===== src/rtl/axi_stream_pkg.sv =====
// axi_stream_pkg
//   Shared definitions for the header-extraction stream block:
//   - state_t  : FSM states (length capture, first beat, body, flush)
//   - popcount : number of set bits in a byte-keep vector
//   - keep_msb : MSB-contiguous keep vector of a given byte count
//   Keep vectors are passed zero-extended to MAX_BYTES bits so one
//   function serves every stream width up to MAX_BYTES bytes per beat.
package axi_stream_pkg;

  typedef enum logic [1:0] {
    S_LEN   = 2'd0,
    S_FIRST = 2'd1,
    S_BODY  = 2'd2,
    S_FLUSH = 2'd3
  } state_t;

  localparam int MAX_BYTES = 64;

  function automatic int popcount(input logic [MAX_BYTES-1:0] keep);
    int n;
    n = 0;
    for (int i = 0; i < MAX_BYTES; i++) begin
      if (keep[i]) n++;
    end
    return n;
  endfunction

  // Bits [nbytes-1 -: cnt] set: the first cnt bytes of an nbytes-wide
  // beat in MSB-first byte order.
  function automatic logic [MAX_BYTES-1:0] keep_msb(input int cnt, input int nbytes);
    logic [MAX_BYTES-1:0] k;
    k = '0;
    for (int i = 0; i < MAX_BYTES; i++) begin
      if (i < nbytes && i >= nbytes - cnt) k[i] = 1'b1;
    end
    return k;
  endfunction

endpackage


===== src/rtl/axis_byte_realign.sv =====
// axis_byte_realign
//   Combinational byte realignment between the held residual and a new beat.
//   Ports:
//     i_data   : incoming beat, MSB-first bytes
//     i_keep   : byte keep of the incoming beat (cleared bytes are zeroed)
//     i_resid  : residual bytes of the previous beat, left-aligned, zero below
//     i_hlen   : header length in bytes (1..DATA_BYTE_WD)
//     o_tail   : top hlen bytes of the beat, right-aligned (header word, or
//                the part of the beat that completes the residual)
//     o_merged : residual followed by the top hlen bytes of the beat
//     o_resid  : remaining low bytes of the beat, left-aligned
module axis_byte_realign
  import axi_stream_pkg::*;
#(
  parameter int DATA_WD      = 32,
  parameter int DATA_BYTE_WD = DATA_WD / 8,
  parameter int CNT_WD       = $clog2(DATA_BYTE_WD + 1)
) (
  input  logic [DATA_WD-1:0]      i_data,
  input  logic [DATA_BYTE_WD-1:0] i_keep,
  input  logic [DATA_WD-1:0]      i_resid,
  input  logic [CNT_WD-1:0]       i_hlen,
  output logic [DATA_WD-1:0]      o_tail,
  output logic [DATA_WD-1:0]      o_merged,
  output logic [DATA_WD-1:0]      o_resid
);

  logic [DATA_WD-1:0] w_masked;
  int                 w_tail_shift;
  int                 w_resid_shift;

  // Bytes with a cleared keep bit are forced to zero so that shifted-in
  // positions of short last beats never carry stale data.
  genvar gi;
  generate
    for (gi = 0; gi < DATA_BYTE_WD; gi++) begin : g_mask
      assign w_masked[gi*8 +: 8] = i_keep[gi] ? i_data[gi*8 +: 8] : 8'h00;
    end
  endgenerate

  assign w_tail_shift  = (DATA_BYTE_WD - int'(i_hlen)) * 8;
  assign w_resid_shift = int'(i_hlen) * 8;

  // A shift by the full width (hlen == DATA_BYTE_WD) yields zero, which is
  // exactly the empty residual of the pass-through case.
  assign o_tail   = w_masked >> w_tail_shift;
  assign o_merged = i_resid | o_tail;
  assign o_resid  = w_masked << w_resid_shift;

endmodule


===== src/rtl/axi_stream_extract_header.sv =====
// axi_stream_extract_header
//   Strips a per-packet header of hlen bytes from the front of an AXI-Stream
//   packet and re-packs the remaining payload into full beats.
//   Ports:
//     clk, rst                     : clock, synchronous active-high reset
//     valid_hlen/ready_hlen, hlen  : header length (bytes) for the next packet
//     valid_in/ready_in, data_in, keep_in, last_in : input stream
//     valid_header/ready_header, data_header, keep_header : extracted header,
//                                    right-aligned, keep = low hlen bits
//     valid_out/ready_out, data_out, keep_out, last_out   : payload stream
//   All outputs except ready_in/ready_hlen are registered.
module axi_stream_extract_header
  import axi_stream_pkg::*;
#(
  parameter int DATA_WD      = 32,
  parameter int DATA_BYTE_WD = DATA_WD / 8,
  parameter int CNT_WD       = $clog2(DATA_BYTE_WD + 1)
) (
  input  logic                    clk,
  input  logic                    rst,
  input  logic                    valid_in,
  output logic                    ready_in,
  input  logic [DATA_WD-1:0]      data_in,
  input  logic [DATA_BYTE_WD-1:0] keep_in,
  input  logic                    last_in,
  input  logic                    valid_hlen,
  output logic                    ready_hlen,
  input  logic [CNT_WD-1:0]       hlen,
  output logic                    valid_header,
  input  logic                    ready_header,
  output logic [DATA_WD-1:0]      data_header,
  output logic [DATA_BYTE_WD-1:0] keep_header,
  output logic                    valid_out,
  input  logic                    ready_out,
  output logic [DATA_WD-1:0]      data_out,
  output logic [DATA_BYTE_WD-1:0] keep_out,
  output logic                    last_out
);

  state_t                  r_state;
  state_t                  w_state_next;
  logic [CNT_WD-1:0]       r_hlen;
  logic [DATA_WD-1:0]      r_resid;
  logic [CNT_WD-1:0]       r_resid_cnt;

  logic                    r_valid_out;
  logic [DATA_WD-1:0]      r_data_out;
  logic [DATA_BYTE_WD-1:0] r_keep_out;
  logic                    r_last_out;
  logic                    r_valid_header;
  logic [DATA_WD-1:0]      r_data_header;
  logic [DATA_BYTE_WD-1:0] r_keep_header;

  logic [DATA_WD-1:0]      w_tail;
  logic [DATA_WD-1:0]      w_merged;
  logic [DATA_WD-1:0]      w_resid_shift;
  logic [DATA_BYTE_WD-1:0] w_hdr_keep;
  int                      w_pc;
  int                      w_hlen;

  logic                    w_hdr_load;
  logic                    w_out_load;
  logic [DATA_WD-1:0]      w_out_data;
  logic [DATA_BYTE_WD-1:0] w_out_keep;
  logic                    w_out_last;
  logic                    w_resid_load;
  logic [CNT_WD-1:0]       w_resid_cnt_next;

  axis_byte_realign #(
    .DATA_WD      (DATA_WD),
    .DATA_BYTE_WD (DATA_BYTE_WD),
    .CNT_WD       (CNT_WD)
  ) u_realign (
    .i_data   (data_in),
    .i_keep   (keep_in),
    .i_resid  (r_resid),
    .i_hlen   (r_hlen),
    .o_tail   (w_tail),
    .o_merged (w_merged),
    .o_resid  (w_resid_shift)
  );

  assign w_pc   = popcount(MAX_BYTES'(keep_in));
  assign w_hlen = int'(r_hlen);
  // Header byte j lands at keep bit hlen-1-j; bytes the first beat did not
  // carry come out with their keep bit already cleared.
  assign w_hdr_keep = keep_in >> (DATA_BYTE_WD - w_hlen);

  always_comb begin
    w_state_next     = r_state;
    ready_in         = 1'b0;
    ready_hlen       = 1'b0;
    w_hdr_load       = 1'b0;
    w_out_load       = 1'b0;
    w_out_data       = '0;
    w_out_keep       = '0;
    w_out_last       = 1'b0;
    w_resid_load     = 1'b0;
    w_resid_cnt_next = '0;
    case (r_state)
      S_LEN: begin
        ready_hlen = 1'b1;
        if (valid_hlen) w_state_next = S_FIRST;
      end
      S_FIRST: begin
        // The header slot is single-entry; hold the packet until it drains.
        ready_in = !r_valid_header;
        if (valid_in && !r_valid_header) begin
          w_hdr_load   = 1'b1;
          w_resid_load = 1'b1;
          if (w_pc > w_hlen) w_resid_cnt_next = CNT_WD'(w_pc - w_hlen);
          if (!last_in)           w_state_next = S_BODY;
          else if (w_pc > w_hlen) w_state_next = S_FLUSH;
          else                    w_state_next = S_LEN;
        end
      end
      S_BODY: begin
        ready_in = !r_valid_out || ready_out;
        if (valid_in && (!r_valid_out || ready_out)) begin
          w_out_load   = 1'b1;
          w_out_data   = w_merged;
          w_resid_load = 1'b1;
          if (!last_in) begin
            w_out_keep       = '1;
            w_resid_cnt_next = CNT_WD'(DATA_BYTE_WD - w_hlen);
          end else if (w_pc <= w_hlen) begin
            // Residual plus the final bytes fit in one beat.
            w_out_keep   = DATA_BYTE_WD'(keep_msb(DATA_BYTE_WD - w_hlen + w_pc, DATA_BYTE_WD));
            w_out_last   = 1'b1;
            w_state_next = S_LEN;
          end else begin
            w_out_keep       = '1;
            w_resid_cnt_next = CNT_WD'(w_pc - w_hlen);
            w_state_next     = S_FLUSH;
          end
        end
      end
      S_FLUSH: begin
        if (!r_valid_out || ready_out) begin
          w_out_load   = 1'b1;
          w_out_data   = r_resid;
          w_out_keep   = DATA_BYTE_WD'(keep_msb(int'(r_resid_cnt), DATA_BYTE_WD));
          w_out_last   = 1'b1;
          w_state_next = S_LEN;
        end
      end
      default: w_state_next = S_LEN;
    endcase
  end

  always_ff @(posedge clk) begin
    if (rst) begin
      r_state        <= S_LEN;
      r_hlen         <= '0;
      r_resid        <= '0;
      r_resid_cnt    <= '0;
      r_valid_out    <= 1'b0;
      r_data_out     <= '0;
      r_keep_out     <= '0;
      r_last_out     <= 1'b0;
      r_valid_header <= 1'b0;
      r_data_header  <= '0;
      r_keep_header  <= '0;
    end else begin
      r_state <= w_state_next;
      if (valid_hlen && ready_hlen) r_hlen <= hlen;
      if (w_resid_load) begin
        r_resid     <= w_resid_shift;
        r_resid_cnt <= w_resid_cnt_next;
      end
      if (w_out_load) begin
        r_valid_out <= 1'b1;
        r_data_out  <= w_out_data;
        r_keep_out  <= w_out_keep;
        r_last_out  <= w_out_last;
      end else if (ready_out) begin
        r_valid_out <= 1'b0;
      end
      if (w_hdr_load) begin
        r_valid_header <= 1'b1;
        r_data_header  <= w_tail;
        r_keep_header  <= w_hdr_keep;
      end else if (ready_header) begin
        r_valid_header <= 1'b0;
      end
    end
  end

  assign valid_out    = r_valid_out;
  assign data_out     = r_data_out;
  assign keep_out     = r_keep_out;
  assign last_out     = r_last_out;
  assign valid_header = r_valid_header;
  assign data_header  = r_data_header;
  assign keep_header  = r_keep_header;

endmodule


===== config.mk =====
export PLATFORM = sky130hd
export DESIGN_NAME = axi_stream_extract_header
export DESIGN_NICKNAME = d
export VERILOG_FILES = /design/src/rtl/axi_stream_pkg.sv /design/src/rtl/axis_byte_realign.sv /design/src/rtl/axi_stream_extract_header.sv
export SDC_FILE = /design/constraint.sdc
export NUM_CORES = 1
export LEC_CHECK = 0
export BUFFER_PORTS_ARGS = -buffer_cell sky130_fd_sc_hd__clkbuf_2
export CAP_MARGIN = 20
export CORE_MARGIN = 2
export CORE_UTILIZATION = 30
export CTS_CLUSTER_DIAMETER = 100
export CTS_CLUSTER_SIZE = 30
export DETAILED_ROUTE_END_ITERATION = 16
export HOLD_SLACK_MARGIN = 0.05
export PLACE_DENSITY = 0.56
export SYNTH_ARGS = -nofsm -noshare
export SYNTH_HDL_FRONTEND = slang
export SYNTH_SLANG_ARGS = --single-unit

===== constraint.sdc =====
create_clock -name clk -period 3.23 [get_ports clk]
set_input_delay 0 -clock clk [delete_from_list [all_inputs] [get_ports clk]]
set_output_delay 0 -clock clk [all_outputs]
set_load 0.02 [all_outputs]

==> flow_summary.rst <==
.. list-table::
   :header-rows: 1

   * - Metric
     - Value
   * - Achievable frequency
     - 333 MHz
   * - Wire length of the first global-routing pass
     - 34.1 mm
   * - Post-route cell area
     - 0.00801 mm^2
   * - Slew at the pin closest to its max-slew limit
     - 0.810 ns
   * - Cell-by-cell trace of the critical path
     - buf_4 > o21ai_0 > ha_1 > ha_1 > a21o_1 > ha_1 > nand2b_1 > a2111oi_0 > o21ai_0 > a21oi_1
   * - Met2 WL post-DR
     - 10.2 mm
   * - Synthesized area divided by synthesized cell count
     - 8.17 um^2
   * - Slack of the critical path
     - 0.225 ns
   * - Number of antenna violations at the first check in global routing
     - 1
   * - CP Depth
     - 10
   * - Maximum number of pins on one net before global-route repair
     - 52
   * - Worst EP required
     - 3.58 ns
   * - Mean number of vias per cell
     - 5.44
   * - Count of synthesis-stage warnings from yosys
     - 0
   * - Launching element type of the critical path
     - register
   * - Library cell occupying the most area in the post-synthesis netlist
     - sky130_fd_sc_hd__dfxtp_1
   * - Library cell with the highest instance count after synthesis
     - sky130_fd_sc_hd__dfxtp_1
   * - CTS Buffer Depth
     - 2
   * - Post-synth EDFFs
     - 0
   * - Top cell types by occurrence after synthesis
     - 115 x sky130_fd_sc_hd__dfxtp_1, 104 x sky130_fd_sc_hd__nand2_1, 88 x sky130_fd_sc_hd__a21oi_1, 58 x sky130_fd_sc_hd__nor2_1, 28 x sky130_fd_sc_hd__clkbuf_1
   * - Number of H-tree branching levels
     - 4
   * - Number of failing setup endpoints in the final timing report
     - 0
   * - Final hold viol count
     - 0
   * - Final routed wire length divided by cell count
     - 19.0 um
   * - Length of the first detailed-routing pass in iterations
     - 5
   * - Inserted Clock Buffers
     - 17
   * - Crit path max-delay cell type
     - sky130_fd_sc_hd__o21ai_0
   * - Leak pwr
     - 0.00323 uW
   * - Die outline width
     - 148 um
   * - Total wire length
     - 22.6 mm
   * - Post-route minimum period
     - 3.00 ns
   * - Post-place instance area
     - 0.00712 mm^2
   * - # DRC
     - 0
   * - Cell depth of the worst hold path
     - 4
   * - Final GP Congestion
     - 0.883
   * - Final TNS setup
     - 0 ns
   * - RSZ-0062 raised after global routing
     - no
   * - Area share of the largest cell type after synthesis
     - 36.8%
   * - R2r startpoint
     - r_hlen[0]$_SDFFE_PP0P_
   * - Number of routed nets with antenna violations
     - 0
   * - Count of vias placed by the detailed router
     - 6,458
   * - Post-Synthesis Cells
     - 765
   * - Clock transition at the registers of the reported paths
     - 0.05 ns
   * - Launch instance of the worst min-delay path
     - last_in
   * - Top cell family by delay on the critical path
     - compound AO/OA/AOI/OAI gates
   * - Delay of the slowest critical-path stage
     - 0.57 ns
   * - Final-report max-slew violation count
     - 0
   * - Boundary pin count
     - 123
   * - Max-cap viol count
     - 0
   * - Area overhead of the layout relative to synthesis
     - 28.1%
   * - Aggregate global-route resource usage
     - 20.2%
   * - Main synth FF type
     - sky130_fd_sc_hd__dfxtp_1
   * - Wire length the detailed router placed on met1
     - 10.0 mm
   * - Data arrival time at the worst-slack endpoint
     - 3.35 ns
   * - TritonCTS clock tree
     - yes
   * - Y dimension of the die
     - 148 um
   * - Number of synthesized register bits
     - 115
   * - Fraction of registers with async set/reset
     - 0%
   * - Aggregate global routing overflow
     - 0
   * - Post-synthesis sequential area ratio
     - 36.8%
   * - Via count of the first global-routing pass
     - 6,005
   * - Count of buffers from port buffering
     - 122
   * - Hold Worst Slack
     - 0.0696 ns
   * - Placed wire-length estimate
     - 16.0 mm
   * - Maximum fanout count along the critical path
     - 4
   * - Effective utilization at floorplan
     - 30.7%
   * - Ranking of synthesized cells by area
     - sky130_fd_sc_hd__dfxtp_1 37%, sky130_fd_sc_hd__a21oi_1 7.0%, sky130_fd_sc_hd__nand2_1 6.2%, sky130_fd_sc_hd__ha_1 4.8%, sky130_fd_sc_hd__nor2_1 3.5%
   * - Met3 WL post-DR
     - 1.73 mm
   * - Crit path capture type
     - register
   * - Post-layout total power
     - 4530 uW
   * - Type of the setup path with the least slack
     - reg2reg
   * - Clock Root Buffer
     - sky130_fd_sc_hd__clkbuf_16
   * - Worst setup slack before clock tree synthesis
     - 0.00296 ns
   * - Cell area after synthesis
     - 0.00625 mm^2
   * - Max VDD drop
     - 0.290 mV
   * - Power per Cell Area
     - 566 mW/mm^2
   * - Synthesized net count
     - 837
   * - Count of unique library cells instantiated by Yosys
     - 69
   * - CTS sink cnt
     - 115
   * - Final-stage net count
     - 976
   * - Die ar.
     - 0.0220 mm^2
   * - Startpoint of the most critical setup path
     - r_hlen[0]$_SDFFE_PP0P_
   * - Min-Delay Path Class
     - in2reg
   * - Core area
     - 0.0204 mm^2
   * - Layout cells sized above 1
     - 22.8%
   * - Cell Rows
     - 52
   * - Most numerous cell on the critical path
     - sky130_fd_sc_hd__ha_1
   * - Number of violations reported at the end of detailed-routing iteration 0
     - 431
   * - Uppermost layer routed
     - met4
   * - Total buffers and inverters traversed by the critical path
     - 1
   * - Clock network latency to the later pin of the worst-skew pair
     - 0.42 ns
   * - Path depth of the worst reg2reg path
     - 10
   * - Relative max-transition margin
     - 46.0%
   * - Run status
     - complete, no violations
   * - Share of the clock period used by the worst path after layout
     - 93.0%
   * - Worst Skew
     - 0.0103 ns
area by class of cell:
class,count,area [um^2]
Fill cell,2095,12400
Multi-Input combinational cell,560,3540
Sequential cell,115,2300
Timing Repair Buffer,184,1150
Clock buffer,17,425
Tap cell,270,338
Clock inverter,14,154
Inverter,26,97.6
Antenna cell,1,2.50
sequential cells by signal, indices dropped and copies added, names as in the netlist:
register and cells:
r_resid_cnt 3, r_state 2, last_out 1, r_hlen 3, valid_header 1, keep_header 4, valid_out 1, data_out 32
keep_out 4, r_resid 32, data_header 32
worst reg2reg max path, cell delays in order, from the launching register on:
cell and delay, ns:
sky130_fd_sc_hd__dfxtp_1 0.31, sky130_fd_sc_hd__buf_4 0.13, sky130_fd_sc_hd__o21ai_0 0.58, sky130_fd_sc_hd__ha_1 0.35, sky130_fd_sc_hd__ha_1 0.35, sky130_fd_sc_hd__a21o_1 0.15, sky130_fd_sc_hd__ha_1 0.22, sky130_fd_sc_hd__nand2b_1 0.17
sky130_fd_sc_hd__a2111oi_0 0.41, sky130_fd_sc_hd__o21ai_0 0.15, sky130_fd_sc_hd__a21oi_1 0.14
placed cells by master (no fill, tap or decap), types with 5 or more instances in the layout:
| master | instances |
|---|---|
| sky130_fd_sc_hd__and3b_1 | 14 |
| sky130_fd_sc_hd__o2111ai_1 | 5 |
| sky130_fd_sc_hd__a32oi_1 | 8 |
| sky130_fd_sc_hd__a31oi_1 | 17 |
| sky130_fd_sc_hd__a211o_1 | 6 |
| sky130_fd_sc_hd__a22oi_1 | 26 |
| sky130_fd_sc_hd__or4_1 | 8 |
| sky130_fd_sc_hd__nor2_1 | 58 |
| sky130_fd_sc_hd__a2111o_1 | 8 |
| sky130_fd_sc_hd__nor2b_1 | 6 |
| sky130_fd_sc_hd__o22ai_1 | 13 |
| sky130_fd_sc_hd__clkbuf_16 | 17 |
| sky130_fd_sc_hd__o221ai_1 | 17 |
| sky130_fd_sc_hd__inv_1 | 18 |
| sky130_fd_sc_hd__dfxtp_1 | 115 |
| sky130_fd_sc_hd__a21oi_1 | 88 |
| sky130_fd_sc_hd__o21ai_0 | 9 |
| sky130_fd_sc_hd__ha_1 | 23 |
| sky130_fd_sc_hd__nand2_1 | 104 |
| sky130_fd_sc_hd__nor3_1 | 24 |
| sky130_fd_sc_hd__a211oi_1 | 16 |
| sky130_fd_sc_hd__buf_4 | 36 |
| sky130_fd_sc_hd__clkbuf_2 | 121 |
| sky130_fd_sc_hd__nand3_1 | 16 |
| sky130_fd_sc_hd__and3_1 | 16 |
| sky130_fd_sc_hd__a22o_1 | 6 |
| sky130_fd_sc_hd__and2_1 | 6 |
| sky130_fd_sc_hd__dlygate4sd3_1 | 27 |
power breakdown:
part	total [uW]	switching, uW	internal [uW]	leakage (uW)
clock	1850	715	1140	0.000277
sequential	1520	41.3	1480	0.000929
combinational	1150	729	421	0.00202
total	4530	1490	3040	0.00323
stage by stage:
stage,instances,utilization [%]
floorplan,765,-
global placement,1125,35.0
detailed placement,1125,35.0
CTS,1183,39.1
global route,1186,39.3
finish,1187,39.3
cells by family after synthesis:
family | after synthesis | share of synthesized area (%)
mux | 3 | 0.501
simple gates | 270 | 21.3
fa+ha+maj | 26 | 5.45
xor+xnor | 5 | 0.821
other cells | 2 | 0.120
buf+inv | 90 | 6.65
flops | 115 | 36.8
compound gates | 254 | 28.3
metal layers:
layer | up-vias | track usage [%]
met5 | - | 0
met4 | 0 | 7.76
met3 | 30 | 5.46
met2 | 243 | 31.1
met1 | 3065 | 26.9
li1 | 3120 | -
final timing paths:
check / end / slack (ns)
worst min register to register: data_header[5]$_SDFFE_PP0P_ / 0.45
worst min-delay path: r_state[1]$_SDFFE_PP0P_ / 0.07
worst max register to register: keep_out[1]$_SDFFE_PP0P_ / 0.23
worst max-delay path: keep_out[1]$_SDFFE_PP0P_ / 0.23
timing repair:
action / in CTS / in global routing
setup endpoints to repair: 0 / 2
setup buffers: 0 / 3
resized for setup: 0 / 3
hold buffers: 27 / 0
endpoints found under the hold margin: 27 / 0
No activity file was read; power rests on OpenSTA's default activity.
